<file path="config.mk">
export PLATFORM = sky130hd
export DESIGN_NAME = bt_cmd_parser
export DESIGN_NICKNAME = d
export VERILOG_FILES = /design/src/rtl/bt_cmd_parser_pkg.sv /design/src/rtl/bt_cmd_parser_timeout_ctr.sv /design/src/rtl/bt_cmd_parser.sv
export SDC_FILE = /design/constraint.sdc
export NUM_CORES = 1
export LEC_CHECK = 0
export CAP_MARGIN = 15
export CORE_ASPECT_RATIO = 2
export CORE_MARGIN = 8
export CORE_UTILIZATION = 25
export DETAILED_ROUTE_END_ITERATION = 6
export SLEW_MARGIN = 20
export SYNTH_ARGS = -nofsm -noshare
export SYNTH_HDL_FRONTEND = slang
export SYNTH_SLANG_ARGS = --single-unit
</file>
<file path="constraint.sdc">
create_clock -name i_clk -period 2.3 [get_ports i_clk]
set_input_delay 0.23 -clock i_clk [delete_from_list [all_inputs] [get_ports i_clk]]
set_output_delay 0.23 -clock i_clk [all_outputs]
set_load 0.02 [all_outputs]
</file>
<file path="src/rtl/bt_cmd_parser_pkg.sv">
// -----------------------------------------------------------------------------
// bt_cmd_parser_pkg
// Shared definitions for the Bluetooth control path: parser FSM state
// encoding, discard reason codes, the default packet sync marker and the
// command opcodes understood by the game-control consumer.
// -----------------------------------------------------------------------------
package bt_cmd_parser_pkg;

  typedef enum logic [1:0] {
    ST_IDLE    = 2'd0,
    ST_GET_CMD = 2'd1,
    ST_GET_ARG = 2'd2,
    ST_GET_CHK = 2'd3
  } bt_state_e;

  // Reason for the most recent discarded packet.
  localparam logic [1:0] ERR_NONE    = 2'b00;
  localparam logic [1:0] ERR_CHK     = 2'b01;
  localparam logic [1:0] ERR_TIMEOUT = 2'b10;

  localparam logic [7:0] SYNC_BYTE_DEF = 8'hAA;

  // Command opcodes shared with the game-control logic.
  localparam logic [7:0] CMD_NOP   = 8'h00;
  localparam logic [7:0] CMD_START = 8'h01;
  localparam logic [7:0] CMD_STOP  = 8'h02;
  localparam logic [7:0] CMD_LEFT  = 8'h03;
  localparam logic [7:0] CMD_RIGHT = 8'h04;
  localparam logic [7:0] CMD_FIRE  = 8'h05;

  // Packet check byte: XOR of command and argument.
  function automatic logic [7:0] calc_chk(input logic [7:0] cmd, input logic [7:0] arg);
    return cmd ^ arg;
  endfunction

  // Increment that sticks at all-ones.
  function automatic logic [7:0] sat_inc8(input logic [7:0] v);
    return (v == 8'hFF) ? v : v + 8'd1;
  endfunction

endpackage

</file>
<file path="src/rtl/bt_cmd_parser_timeout_ctr.sv">
// -----------------------------------------------------------------------------
// bt_timeout_ctr
// Clear/enable up-counter with a terminal-count flag. Clear has priority over
// enable. o_tc is high while the count equals TERM-1, so a caller that clears
// on o_tc sees a period of exactly TERM enabled cycles.
//
// Ports:
//   i_clk    system clock
//   i_rst_n  asynchronous active-low reset
//   i_clr    synchronous clear (priority)
//   i_en     count enable
//   o_tc     terminal count reached (count == TERM-1)
// -----------------------------------------------------------------------------
module bt_timeout_ctr #(
  parameter int TERM = 25000,
  parameter int W    = $clog2(TERM + 1)
) (
  input  logic i_clk,
  input  logic i_rst_n,
  input  logic i_clr,
  input  logic i_en,
  output logic o_tc
);

  logic [W-1:0] r_count;

  // NOTE: state registers use non-blocking (<=) so every flop samples the
  // pre-edge values of the others; blocking here would create order-dependent
  // simulation that does not match the synthesized hardware.
  always_ff @(posedge i_clk or negedge i_rst_n) begin
    if (!i_rst_n) begin
      r_count <= '0;
    end else if (i_clr) begin
      r_count <= '0;
    end else if (i_en) begin
      r_count <= r_count + 1'b1;
    end
  end

  assign o_tc = (r_count == W'(TERM - 1));

endmodule

</file>
<file path="src/rtl/bt_cmd_parser.sv">
// -----------------------------------------------------------------------------
// bt_cmd_parser
// Frames UART bytes into 4-byte packets {SYNC, CMD, ARG, CHK=CMD^ARG},
// publishes validated command/argument pairs and counts discarded packets
// (bad check byte or inter-byte silence mid-packet).
//
// Ports:
//   i_clk         system clock
//   i_rst_n       asynchronous active-low reset
//   i_data[7:0]   received byte, valid while i_done is high
//   i_done        byte-received strobe, may last several cycles
//   o_cmd[7:0]    command of the last good packet
//   o_arg[7:0]    argument of the last good packet
//   o_cmd_valid   one-cycle pulse when o_cmd/o_arg update
//   o_err         one-cycle pulse when a packet is discarded
//   o_err_code    reason of the last discard (01 checksum, 10 timeout)
//   o_err_count   discard count, saturating at 255
// -----------------------------------------------------------------------------
module bt_cmd_parser
  import bt_cmd_parser_pkg::*;
#(
  parameter int         CLK_FREQ      = 12000000,
  parameter int         BAUD          = 9600,
  parameter int         TIMEOUT_BYTES = 2,
  parameter logic [7:0] SYNC_BYTE     = SYNC_BYTE_DEF
) (
  input  logic       i_clk,
  input  logic       i_rst_n,
  input  logic [7:0] i_data,
  input  logic       i_done,
  output logic [7:0] o_cmd,
  output logic [7:0] o_arg,
  output logic       o_cmd_valid,
  output logic       o_err,
  output logic [1:0] o_err_code,
  output logic [7:0] o_err_count
);

  // Silence allowed between bytes of one packet, in clock cycles.
  localparam int TIMEOUT_CLKS = (CLK_FREQ / BAUD) * 10 * TIMEOUT_BYTES;
  localparam int TW           = $clog2(TIMEOUT_CLKS + 1);

  bt_state_e  r_state;
  logic       r_done_d;
  logic [7:0] r_cmd_buf;
  logic [7:0] r_arg_buf;
  logic [7:0] r_cmd;
  logic [7:0] r_arg;
  logic       r_cmd_valid;
  logic       r_err;
  logic [1:0] r_err_code;
  logic [7:0] r_err_count;

  logic w_byte_evt;
  logic w_busy;
  logic w_tc;
  logic w_timeout;

  // Rising edge of i_done: a strobe held for several cycles is one byte.
  assign w_byte_evt = i_done & ~r_done_d;
  assign w_busy     = (r_state != ST_IDLE);
  // A byte landing on the terminal-count cycle wins over the timeout.
  assign w_timeout  = w_busy & w_tc & ~w_byte_evt;

  bt_timeout_ctr #(
    .TERM (TIMEOUT_CLKS),
    .W    (TW)
  ) u_timeout (
    .i_clk   (i_clk),
    .i_rst_n (i_rst_n),
    .i_clr   (w_byte_evt | ~w_busy | w_timeout),
    .i_en    (w_busy),
    .o_tc    (w_tc)
  );

  always_ff @(posedge i_clk or negedge i_rst_n) begin
    if (!i_rst_n) begin
      r_done_d <= 1'b0;
    end else begin
      r_done_d <= i_done;
    end
  end

  always_ff @(posedge i_clk or negedge i_rst_n) begin
    if (!i_rst_n) begin
      // NOTE: the async reset also drops any half-received packet, so every
      // register, including the CMD/ARG holding buffers, is cleared here.
      r_state     <= ST_IDLE;
      r_cmd_buf   <= 8'h00;
      r_arg_buf   <= 8'h00;
      r_cmd       <= 8'h00;
      r_arg       <= 8'h00;
      r_cmd_valid <= 1'b0;
      r_err       <= 1'b0;
      r_err_code  <= ERR_NONE;
      r_err_count <= 8'h00;
    end else begin
      r_cmd_valid <= 1'b0;
      r_err       <= 1'b0;
      if (w_byte_evt) begin
        case (r_state)
          ST_IDLE: begin
            // Anything other than the marker is line noise; drop silently.
            if (i_data == SYNC_BYTE) r_state <= ST_GET_CMD;
          end
          ST_GET_CMD: begin
            r_cmd_buf <= i_data;
            r_state   <= ST_GET_ARG;
          end
          ST_GET_ARG: begin
            r_arg_buf <= i_data;
            r_state   <= ST_GET_CHK;
          end
          ST_GET_CHK: begin
            r_state <= ST_IDLE;
            if (i_data == calc_chk(r_cmd_buf, r_arg_buf)) begin
              r_cmd       <= r_cmd_buf;
              r_arg       <= r_arg_buf;
              r_cmd_valid <= 1'b1;
            end else begin
              r_err       <= 1'b1;
              r_err_code  <= ERR_CHK;
              r_err_count <= sat_inc8(r_err_count);
            end
          end
        endcase
      end else if (w_timeout) begin
        r_state     <= ST_IDLE;
        r_err       <= 1'b1;
        r_err_code  <= ERR_TIMEOUT;
        r_err_count <= sat_inc8(r_err_count);
      end
    end
  end

  assign o_cmd       = r_cmd;
  assign o_arg       = r_arg;
  assign o_cmd_valid = r_cmd_valid;
  assign o_err       = r_err;
  assign o_err_code  = r_err_code;
  assign o_err_count = r_err_count;

endmodule

</file>
==> reports/results.env <==
STATUS='complete, no violations'
GRT_USE_TOTAL_PCT=8.97
ANTENNA_CELLS_INSERTED=0
CRITICAL_PATH_RT_NS=2.52
TRITONCTS.NUM_BUFFERS=9
FIN_AREA_UM2=3910
CRITICAL_PATH_CLASS='reg2reg'
IR_DROP_V=0.000521
YOSYS_WARNINGS=0
TIMING.FINAL.CRIT_SHARE_PCT=91.8
INSERTION_DELAY_TO_THE_LATER_SINK_OF_THE_WORST_SKEW_PAIR_NS=0.33
SEQ_AREA_FRAC_SYNTH_PCT=52.7
SWITCHING_POWER_W=0.00109
ARRIVAL_NS=2.33
SYNTH_TOP_FLOP_CELL='sky130_fd_sc_hd__dfrtp_1'
ENDPOINT_TYPE_OF_THE_WORST_SETUP_PATH='flip-flop'
GRT_START_MAX_NET_PINS=63
DRT-TOTAL-WL_UM=6410
CORE_AREA_UM2=11600
PER_CELL_ROUTED_WIRE_LENGTH_UM=14.9
NUMPORTBUFFERS=38
DETAILEDROUTE.FIRSTITERATIONVIOLATIONS=48
LAYOUT_MIN_CYCLE_TIME_NS=2.11
TIMING.CRITICAL_PATH.FANOUT_MAX=8
DP.FINAL_HPWL_UM=4790
PLACE_AREA_UM2=3600
MAPPEDNETLISTNETS=236
P_CLK_SHARE_PCT=35.8
AREA_GROWTH_SYN_TO_LAYOUT_PCT=33.0
SETUP_TNS_NS=0
POST_CTS_RESIZE_COUNT=0
HOLD_WS_NS=0.428
FINAL_SETUP_VIOLATING_ENDPOINTS=0
ROUTABILITYCONGESTION=0.794
CAP_VIOLATIONS=0
CTSHTREEMAXLEVEL=3
SYNTH.TOP_CELLS.BY_COUNT='sky130_fd_sc_hd__dfrtp_1, sky130_fd_sc_hd__mux2_2, sky130_fd_sc_hd__nor2_1'
POWER.SHARE.SEQUENTIAL_PCT=39.1
EDFF_COUNT_SYNTH=0
TOP_AREA_CELLS_IN_THE_SYNTHESIZED_NETLIST='sky130_fd_sc_hd__dfrtp_1, sky130_fd_sc_hd__mux2_2, sky130_fd_sc_hd__mux2_4, sky130_fd_sc_hd__xor2_1, sky130_fd_sc_hd__xnor3_2'
AVGVIACOUNTPERCELL=4.40
SYNTHMOSTINSTANTIATEDCELL='sky130_fd_sc_hd__dfrtp_1'
SYNTH_TOP_CELL_BY_AREA='sky130_fd_sc_hd__dfrtp_1'
GRT_PASS1_VIAS=2051
DPL_WORST_SLACK_NS=-0.0258
MIN-DELAY-PATH-CLASS='in2async'
TIMING.FMAX_MHz=474
YS_SEQ_ELEMENTS=62
DRTANTENNAVIOLNETS=0
DRC_MARKERS=0
SYNTHCELLS=219
NUM-FILL-CELLS=1164
ASYNC_RESET_FF_SHARE_PCT=100
TIMING.FINAL.MAX_SLEW_VIOLATIONS=0
GRT_FIRST_PASS_WIRELENGTH_UM=10600
TOTAL_LEAKAGE_POWER_nW=1.81
SWITCHING_SHARE_PCT=27.9
CLOCK_PATH_BUFFERS=2
DIE_Y_UM=169
NUM_IO_PINS=39
SYN_AREA_PER_CELL_UM2=13.4
TRITONCTS_SINK_COUNT=62
P_PER_AREA_nW_PER_UM2=996
SETUP.WORST_PATH.START_CLASS='flip-flop'
INITIAL_UTILIZATION_PCT=25.3
HEADROOM_TO_THE_MAX_SLEW_LIMIT_PCT=65.4
FLOORPLAN.DIE.WIDTH_UM=92.7
DIE_AREA_UM2=15700
GRT_ANTENNA_BEFORE_REPAIR=0
YOSYS.AREA.TOP_TYPE_SHARE_PCT=52.7
NUMBER_OF_CELLS_ON_THE_WORST_REG_TO_REG_PATH=7
LAYOUT-DRIVE-GT1-SHARE_PCT=26.1
FINAL_UTIL_PCT=33.6
FIN_SKEW_NS=0.00669
ROUTE.VIAS.TOTAL=1886
DRT_PASS1_ITERATIONS=6
TIGHTEST_SLEW_NS=0.519
TIMING.FINAL.HOLD_VIOLATIONS=0
POSTLAYOUTSETUPSLACKWORST_NS=0.188
NNETSFINAL=297
SYNTH_CELL_TYPE_COUNT=42
COMB_POWER_SHARE_PCT=25.1
CTS_TREE='done'
INTERNAL_DISSIPATION_W=0.00281
GRT_REMAINING_OVERFLOW=0
SYN-CELL-AREA_UM2=2940
CLOCKROOTBUFFER='sky130_fd_sc_hd__clkbuf_16'
CTS.CLK_SLEW.WORST_PATHS_NS=0.05
UNREPAIRED_SETUP_ENDPOINTS_AFTER_GLOBAL_ROUTING='false'
FP-ROW-COUNT=56
## repair_timing
action | CTS | global route
hold buffers | 1 | 0
hold endpoints to repair | 62 | 0
setup buffers | 0 | 0
## worst max-delay path: stages (launching register included)
cell and delay (ns):
sky130_fd_sc_hd__dfrtp_1 0.39, sky130_fd_sc_hd__inv_1 0.08, sky130_fd_sc_hd__ha_1 0.24, sky130_fd_sc_hd__nor4bb_1 0.25, sky130_fd_sc_hd__and4_1 0.27, sky130_fd_sc_hd__a21boi_2 0.13, sky130_fd_sc_hd__nor3_1 0.28, sky130_fd_sc_hd__mux2_2 0.36
## stage by stage
stage / power, W / cells
4_1_cts: 0.00397 / 429
3_3_place_gp: 0.00249 / 413
5_1_grt: 0.00412 / 429
6_report: 0.00390 / 429
2_1_floorplan: 0.00219 / 219
3_5_place_dp: 0.00254 / 413
## layout by cell type (no fill, tap or decap), types with 2 or more instances in the layout
cell type	n
sky130_fd_sc_hd__clkinv_2	3
sky130_fd_sc_hd__dfrtp_1	62
sky130_fd_sc_hd__and4_1	3
sky130_fd_sc_hd__mux2_4	9
sky130_fd_sc_hd__xnor2_1	4
sky130_fd_sc_hd__and3_1	4
sky130_fd_sc_hd__buf_12	2
sky130_fd_sc_hd__o21ai_0	3
sky130_fd_sc_hd__nor4_1	4
sky130_fd_sc_hd__nand2_1	13
sky130_fd_sc_hd__nand4_1	4
sky130_fd_sc_hd__bufinv_16	2
sky130_fd_sc_hd__nand2b_1	2
sky130_fd_sc_hd__ha_1	6
sky130_fd_sc_hd__nor2_1	20
sky130_fd_sc_hd__nand3_1	7
sky130_fd_sc_hd__clkbuf_16	9
sky130_fd_sc_hd__xnor3_1	4
sky130_fd_sc_hd__inv_1	4
sky130_fd_sc_hd__xnor3_2	4
sky130_fd_sc_hd__buf_4	13
sky130_fd_sc_hd__mux2_2	25
sky130_fd_sc_hd__or3_1	2
sky130_fd_sc_hd__a21oi_1	2
sky130_fd_sc_hd__nor3_1	2
sky130_fd_sc_hd__clkdlybuf4s50_1	37
sky130_fd_sc_hd__xor2_1	14
## final cells by class
| type | count | area [um2] | area share (%) |
|---|---|---|---|
| sequential | 62 | 1550 | 39.6 |
| multi-input combinational | 149 | 1340 | 34.2 |
| timing repair buffer | 54 | 523 | 13.4 |
| clock buffer | 10 | 229 | 5.85 |
| tap | 145 | 181 | 4.64 |
| clock inverter | 5 | 75.1 | 1.92 |
| inverter | 4 | 15.0 | 0.384 |
## flip-flops by register name (all words and copies together), names as in the netlist
signal             count
u_timeout.r_count     15
o_arg                  8
o_cmd                  8
o_err_count            8
r_arg_buf              8
r_cmd_buf              8
o_err_code             2
r_state                2
o_cmd_valid            1
o_err                  1
r_done_d               1
## worst paths after layout
kind	from	to	slack, ns
setup reg to reg	r_state[0]$_DFFE_PN0P_	o_err_count[1]$_DFFE_PN0P_	0.19
min in group i_clk	i_done	r_done_d$_DFF_PN0_	0.43
hold / removal	i_rst_n	o_cmd[1]$_DFFE_PN0P_	0.43
setup / recovery	r_state[0]$_DFFE_PN0P_	o_err_count[1]$_DFFE_PN0P_	0.19
hold reg to reg	u_timeout.r_count[0]$_DFFE_PN0P_	u_timeout.r_count[0]$_DFFE_PN0P_	0.47
max in group asynchronous	i_rst_n	o_err_count[7]$_DFFE_PN0P_	1.57
## cell families after synthesis
logic type               share of synthesized area, %
AO/OA/AOI/OAI                                    2.13
XOR/XNOR                                         11.7
adder cells (fa/ha/maj)                          2.55
buffers and inverters                            1.74
flip-flops                                       52.7
multiplexers                                     14.2
AND/OR/NAND/NOR                                  15.0
## routing by layer
| layer | track usage, % | vias to the layer above | wire [um] |
|---|---|---|---|
| li1 | - | 892 | - |
| met1 | 8.23 | 943 | 2280 |
| met2 | 15.8 | 37 | 3570 |
| met3 | 3.01 | 14 | 312 |
| met4 | 6.85 | 0 | 248 |
| met5 | 0 | - | 0 |
## power by group through the flow
| stage | sequential (W) | combinational, W | clock, W |
|---|---|---|---|
| floorplan | 0.00152 | 0.000666 | 0 |
| global placement | 0.00153 | 0.000966 | 0 |
| detailed placement | 0.00155 | 0.000996 | 0 |
| CTS | 0.00153 | 0.00100 | 0.00144 |
| global route | 0.00156 | 0.00108 | 0.00148 |
| finish | 0.00152 | 0.000978 | 0.00140 |
(Power assumes the default switching activity.)
==> RTL edit 1, RTL diff (same flow settings) <==
Add an input register stage for `i_data` and `i_done`, cleared by the reset; this delays them by one clock. Comments in the files are not updated.
--- a/src/rtl/bt_cmd_parser.sv
+++ b/src/rtl/bt_cmd_parser.sv
@@ -42,2 +42,15 @@
 
+  logic [7:0] i_data_q;
+  logic i_done_q;
+
+  always_ff @(posedge i_clk or negedge i_rst_n) begin
+    if (!i_rst_n) begin
+      i_data_q <= '0;
+      i_done_q <= '0;
+    end else begin
+      i_data_q <= i_data;
+      i_done_q <= i_done;
+    end
+  end
+
   bt_state_e  r_state;
@@ -59,3 +72,3 @@
   // Rising edge of i_done: a strobe held for several cycles is one byte.
-  assign w_byte_evt = i_done & ~r_done_d;
+  assign w_byte_evt = i_done_q & ~r_done_d;
   assign w_busy     = (r_state != ST_IDLE);
@@ -79,3 +92,3 @@
     end else begin
-      r_done_d <= i_done;
+      r_done_d <= i_done_q;
     end
@@ -103,6 +116,6 @@
             // Anything other than the marker is line noise; drop silently.
-            if (i_data == SYNC_BYTE) r_state <= ST_GET_CMD;
+            if (i_data_q == SYNC_BYTE) r_state <= ST_GET_CMD;
           end
           ST_GET_CMD: begin
-            r_cmd_buf <= i_data;
+            r_cmd_buf <= i_data_q;
             r_state   <= ST_GET_ARG;
@@ -110,3 +123,3 @@
           ST_GET_ARG: begin
-            r_arg_buf <= i_data;
+            r_arg_buf <= i_data_q;
             r_state   <= ST_GET_CHK;
@@ -115,3 +128,3 @@
             r_state <= ST_IDLE;
-            if (i_data == calc_chk(r_cmd_buf, r_arg_buf)) begin
+            if (i_data_q == calc_chk(r_cmd_buf, r_arg_buf)) begin
               r_cmd       <= r_cmd_buf;
Check against the original RTL: not equivalent (Yosys sat finds a counterexample within 10 cycles, from zero or initial values and one cycle with i_rst_n low).
==> RTL edit 1 against the unedited design <==
Area after synthesis rose by 6.4%. Cell count up 3.3%. Fmax hardly changed. Sequential cell count increased by 9. Wire length is 2.6% lower. Setup slack worse by 0.00068 ns. Cell area up 4.0%. Power decreased by 1.2%. Clock skew is essentially flat. Largest cell class unchanged.
==> RTL edit 1: results (changes against the unedited design) <==
[worst_hold_path]
holdPathStages = 1
holdPathEnd = i_done_q
holdCritPathClass = in -> reg

[detailed_routing]
vias_per_cell = 4.36  ; -0.90%
drt_iter0_drc = 57  ; +19%
drt_pass1_iterations = 4  ; -2
drt_wl_total_mm = 6.24  ; -2.6%

[grt]
first_global_vias = 2064  ; +0.63%
grt_max_degree = 33  ; -48%
grt_util_all_layers_pct = 8.37  ; -0.60 points
antenna_found_initial = 0  ; unchanged
grt_first_pass_wirelength_mm = 10.6  ; -0.65%

[synth]
synth_warnings = 0  ; unchanged
synthAdderAreaFrac_pct = 2.40  ; -0.15 points
synth_fp_nets = 254  ; +7.6%
synth_cells = 237  ; +8.2%
synth.area.top_cells = dfrtp_1 57%, mux2_2 13%, xnor3_1 5.8%, nor2_1 3.0%, xor2_1 2.5%
synth_compound_area_share_pct = 2.08  ; -0.048 points
synthXorXnorAreaFrac_pct = 9.95  ; -1.7 points
synth-async-reset-ratio_pct = 100  ; unchanged
synth_cell_types = 38  ; -9.5%
muxShareOfSynthArea_pct = 13.3  ; -0.85 points
ys_seq_area_share_pct = 56.8  ; +4.0 points
synth_commonest_cells = 71 x dfrtp_1, 35 x mux2_2, 25 x nor2_1

[setup_path]
critical-path-top-delay-family = simple AND/OR/NAND/NOR gates
startpoint = r_state[0]
cp_data_arrival_time_ns = 2.33  ; about the same
cp_max_fo = 9  ; +1
critPathMaxStageDelay_ns = 0.51  ; +0.12 ns
regToRegSetupSlack_ns = 0.19  ; about the same
r2r-end = o_err_count[2]
cpMaxStageDelayCell = or4b_1

[sta]
hold-worst-slack_ns = 0.337  ; -0.0907 ns
worst_slew_pin_slew_ns = 0.506  ; -0.0131 ns
skew_ns = 0.00637  ; -0.000316 ns

[cells_and_area]
final-instance-count-excl-fill = 443  ; +3.3%
largest_reg_flops = 15  ; unchanged
drive_above_1_share_pct = 22.2  ; -3.9 points
largest-register = u_timeout.r_count
antennaDiodeCount = 0  ; unchanged
nets = 306  ; +3.0%

[clock_tree]
cts_made_buffers = 9  ; unchanged
cts.clk_slew.worst_paths_ns = 0.06
root_buffer = clkbuf_16
clk_path_buf_depth = 2  ; unchanged
h-tree-depth = 3  ; unchanged

[placed_design]
place_area_um2 = 3730  ; +3.7%
port_buffers = 38  ; unchanged
dp_hpwl_mm = 4.52  ; -5.6%
place_ws_ns = 0.117  ; +0.142 ns
place.gp.congestion = 0.762  ; -4.1%
dp_cells = 426  ; +3.1%

[pwr]
vdd_drop_max_uv = 483  ; -7.2%
netSwitchingFraction_pct = 26.8  ; -1.1 points
p_leak_uw = 0.00181  ; +0.18%

[outcome]
status = finished clean

-- RTL edit 1: power by group through the flow --
stage | Combinational (uW) | Sequential, uW | Clock [uW]
after detailed placement | 807 | 1680 | 0
after global routing | 894 | 1700 | 1470
after CTS | 813 | 1660 | 1420
after global placement | 798 | 1680 | 0
after floorplan | 574 | 1660 | 0
final | 807 | 1660 | 1380
-- RTL edit 1: layout make-up --
type,count,area [um2]
clock buffers,12,256
clock inverters,3,42.5
fillers,1219,8340
inverters,3,11.3
multi-input cells,158,1330
flip-flops and latches,71,1780
well taps,150,188
repair buffers,46,463
-- RTL edit 1: what timing repair did --
| item | 4_1_cts | 5_1_grt |
|---|---|---|
| endpoints found under the hold margin | 19 | 0 |
| setup endpoints to repair | 0 | 3 |
| setup buffers | 0 | 1 |
| hold buffers | 1 | 0 |
| resized for setup | 0 | 4 |
-- RTL edit 1: worst reg2reg max path, delay by kind of cell (launching register included) --
| family | cells | cell delay, ns |
|---|---|---|
| adder cells (fa/ha/maj) | 1 | 0.25 |
| AO/OA/AOI/OAI | 2 | 0.45 |
| AND/OR/NAND/NOR | 3 | 0.85 |
| buffers and inverters | 1 | 0.08 |
| flip-flops | 1 | 0.38 |
-- RTL edit 1: cell families after synthesis --
group           Yosys count
xor+xnor                 23
flops                    71
fa+ha+maj                 6
compound gates            9
mux                      37
simple gates             83
buf+inv                   8
-- RTL edit 1: worst max path at each step --
stage	to	slack, ns	depth (start not counted)
floorplan	o_err_count[2]	0.20	8
global placement	o_err_count[2]	0.18	7
detailed placement	o_err_count[2]	0.12	7
CTS	o_err_count[5]	0.10	7
global route	o_err_count[2]	0.02	7
finish	o_err_count[2]	0.19	7
-- RTL edit 1: per-stage QoR --
stage	total power (uW)	util [%]
floorplan	2240	-
CTS	3900	32.6
global placement	2470	30.1
finish	3850	32.8
global route	4070	32.8
detailed placement	2490	30.1
-- RTL edit 1: routing by layer --
metal	share of wire [%]	vias to the layer above	global-route usage, %
met5	0	-	0
met4	2.4	0	4.72
met3	6.5	10	2.72
met2	45	48	12.2
met1	46	935	10.5
li1	-	937	-
==> RTL edit 2, RTL diff (same settings) <==
Without the edit above. Change the parameter `CLK_FREQ` from 12000000 to 24000000.
--- a/src/rtl/bt_cmd_parser.sv
+++ b/src/rtl/bt_cmd_parser.sv
@@ -21,3 +21,3 @@
 #(
-  parameter int         CLK_FREQ      = 12000000,
+  parameter int         CLK_FREQ      = 24000000,
   parameter int         BAUD          = 9600,
Behaviour: same outputs for any inputs over 10 cycles, from zero or initial values and one cycle with i_rst_n low; that may be too few to reach the edited logic, so the function may still have changed.
==> RTL edit 2 against the unedited design <==
Sequential cell count is 1 higher. Area after synthesis is 1.1% higher. Power is 4.8% lower. Cell area grew 0.77%. Critical path depth fell by 1. Non-clock buffer count grew 1. Setup slack worse by 0.065 ns. Wire length up 1.5%. Critical endpoint is now o_arg[5].
==> RTL edit 2: results (changes against the unedited design) <==
[sta]
fin_ws_ns = 0.124  ; -0.0649 ns
setup_viol = 0  ; unchanged
hold-worst-slack_ns = 0.337  ; -0.0908 ns
relSlewSlack_pct = 56.1  ; -9.3 points
skew_ns = 0.00482  ; -0.00187 ns

[synth]
ys_seq_elements = 63  ; +1.6%
synth_compound_area_share_pct = 2.23  ; +0.10 points
synth_area_per_cell_um2 = 12.9  ; -4.1%
synth_fp_nets = 248  ; +5.1%
muxShareOfSynthArea_pct = 13.6  ; -0.53 points
synth_commonest_cells = 63 x dfrtp_1, 23 x mux2_2, 21 x nor2_1
ys_seq_area_share_pct = 53.0  ; +0.26 points
synthXorXnorAreaFrac_pct = 12.3  ; +0.67 points
synth_cell_types = 37  ; -12%
synth.area.top_cells = dfrtp_1 53%, mux2_2 8.7%, mux2_4 4.5%, xnor3_1 4.5%, xnor2_1 3.8%
synthAdderAreaFrac_pct = 2.52  ; -0.028 points

[placed_design]
place_ws_ns = -0.324  ; -0.299 ns
place_area_um2 = 3640  ; +1.1%
dp_cells = 425  ; +2.9%
place.gp.congestion = 0.764  ; -3.9%
dp_hpwl_mm = 4.96  ; +3.5%

[setup_path]
timing.rr.start = r_cmd_buf[7]
critical-path-top-delay-family = simple AND/OR/NAND/NOR gates
cp_max_fo = 14  ; +6
r2r.worst_path.cells = 5  ; -2
critPathMaxStageDelay_ns = 0.59  ; +0.20 ns
cp_data_arrival_time_ns = 2.39  ; +0.06 ns
worst-setup-path-type = in -> reg
startpoint = i_data[1]
cpMaxStageDelayCell = or4_4
r2r-end = o_arg[5]
regToRegSetupSlack_ns = 0.16  ; -0.03 ns

[clock_tree]
clk_path_buf_depth = 2  ; unchanged
cts_made_buffers = 9  ; unchanged

[detailed_routing]
drt_pass1_iterations = 4  ; -2
wl_met3_um = 327  ; +4.8%
wl_met1_mm = 2.29  ; +0.39%
vias = 1938  ; +2.8%
vias_per_cell = 4.39  ; about the same
routedWlPerCell_um = 14.7  ; -1.3%
drt_iter0_drc = 60  ; +25%
route.met2.wl_mm = 3.74  ; +5.0%

[grt]
use_met1_pct = 8.33  ; +0.097 points
grt_first_pass_wirelength_mm = 10.8  ; +1.4%
first_global_vias = 2147  ; +4.7%
grt_util_met3_pct = 2.74  ; -0.28 points
met2_usage_pct = 16.6  ; +0.76 points
grt_util_all_layers_pct = 8.94  ; -0.023 points
grt_max_degree = 51  ; -19%

[cells_and_area]
largest_reg_flops = 16  ; +1
drive_above_1_share_pct = 23.3  ; -2.7 points
antennaDiodeCount = 0  ; unchanged
fillers = 1135  ; -2.5%
nets = 309  ; +4.0%

[outcome]
status = finished clean

[worst_hold_path]
holdCritPathClass = in -> async

[pwr]
p_leak_uw = 0.00176  ; -2.4%
vdd_drop_max_uv = 404  ; -22%

RTL edit 2: cell types whose count changed after synthesis, sizes merged, moves of 2 or more:
cell / before / now
xnor2: 4 / 13
nand3: 7 / 14
xor2: 14 / 8
and4: 3 / 0
clkbuf: 1 / 4
nand2: 13 / 16
nand4: 5 / 8
buf: 3 / 1
nor4: 4 / 2
or3: 2 / 0
xnor3: 8 / 6
xor3: 0 / 2
RTL edit 2: final cells by class:
type | instances | area (um2) | share of cell area [%]
Clock buffer | 12 | 267 | 6.76
Timing Repair Buffer | 55 | 531 | 13.5
Clock inverter | 3 | 17.5 | 0.444
Inverter | 3 | 11.3 | 0.286
Sequential cell | 63 | 1580 | 40.0
Multi-Input combinational cell | 160 | 1360 | 34.5
Tap cell | 145 | 181 | 4.60
RTL edit 2: where the power goes:
part	internal, uW	total [uW]	switching [uW]
clock network	806	1270	464
registers	1320	1530	204
logic	531	911	380
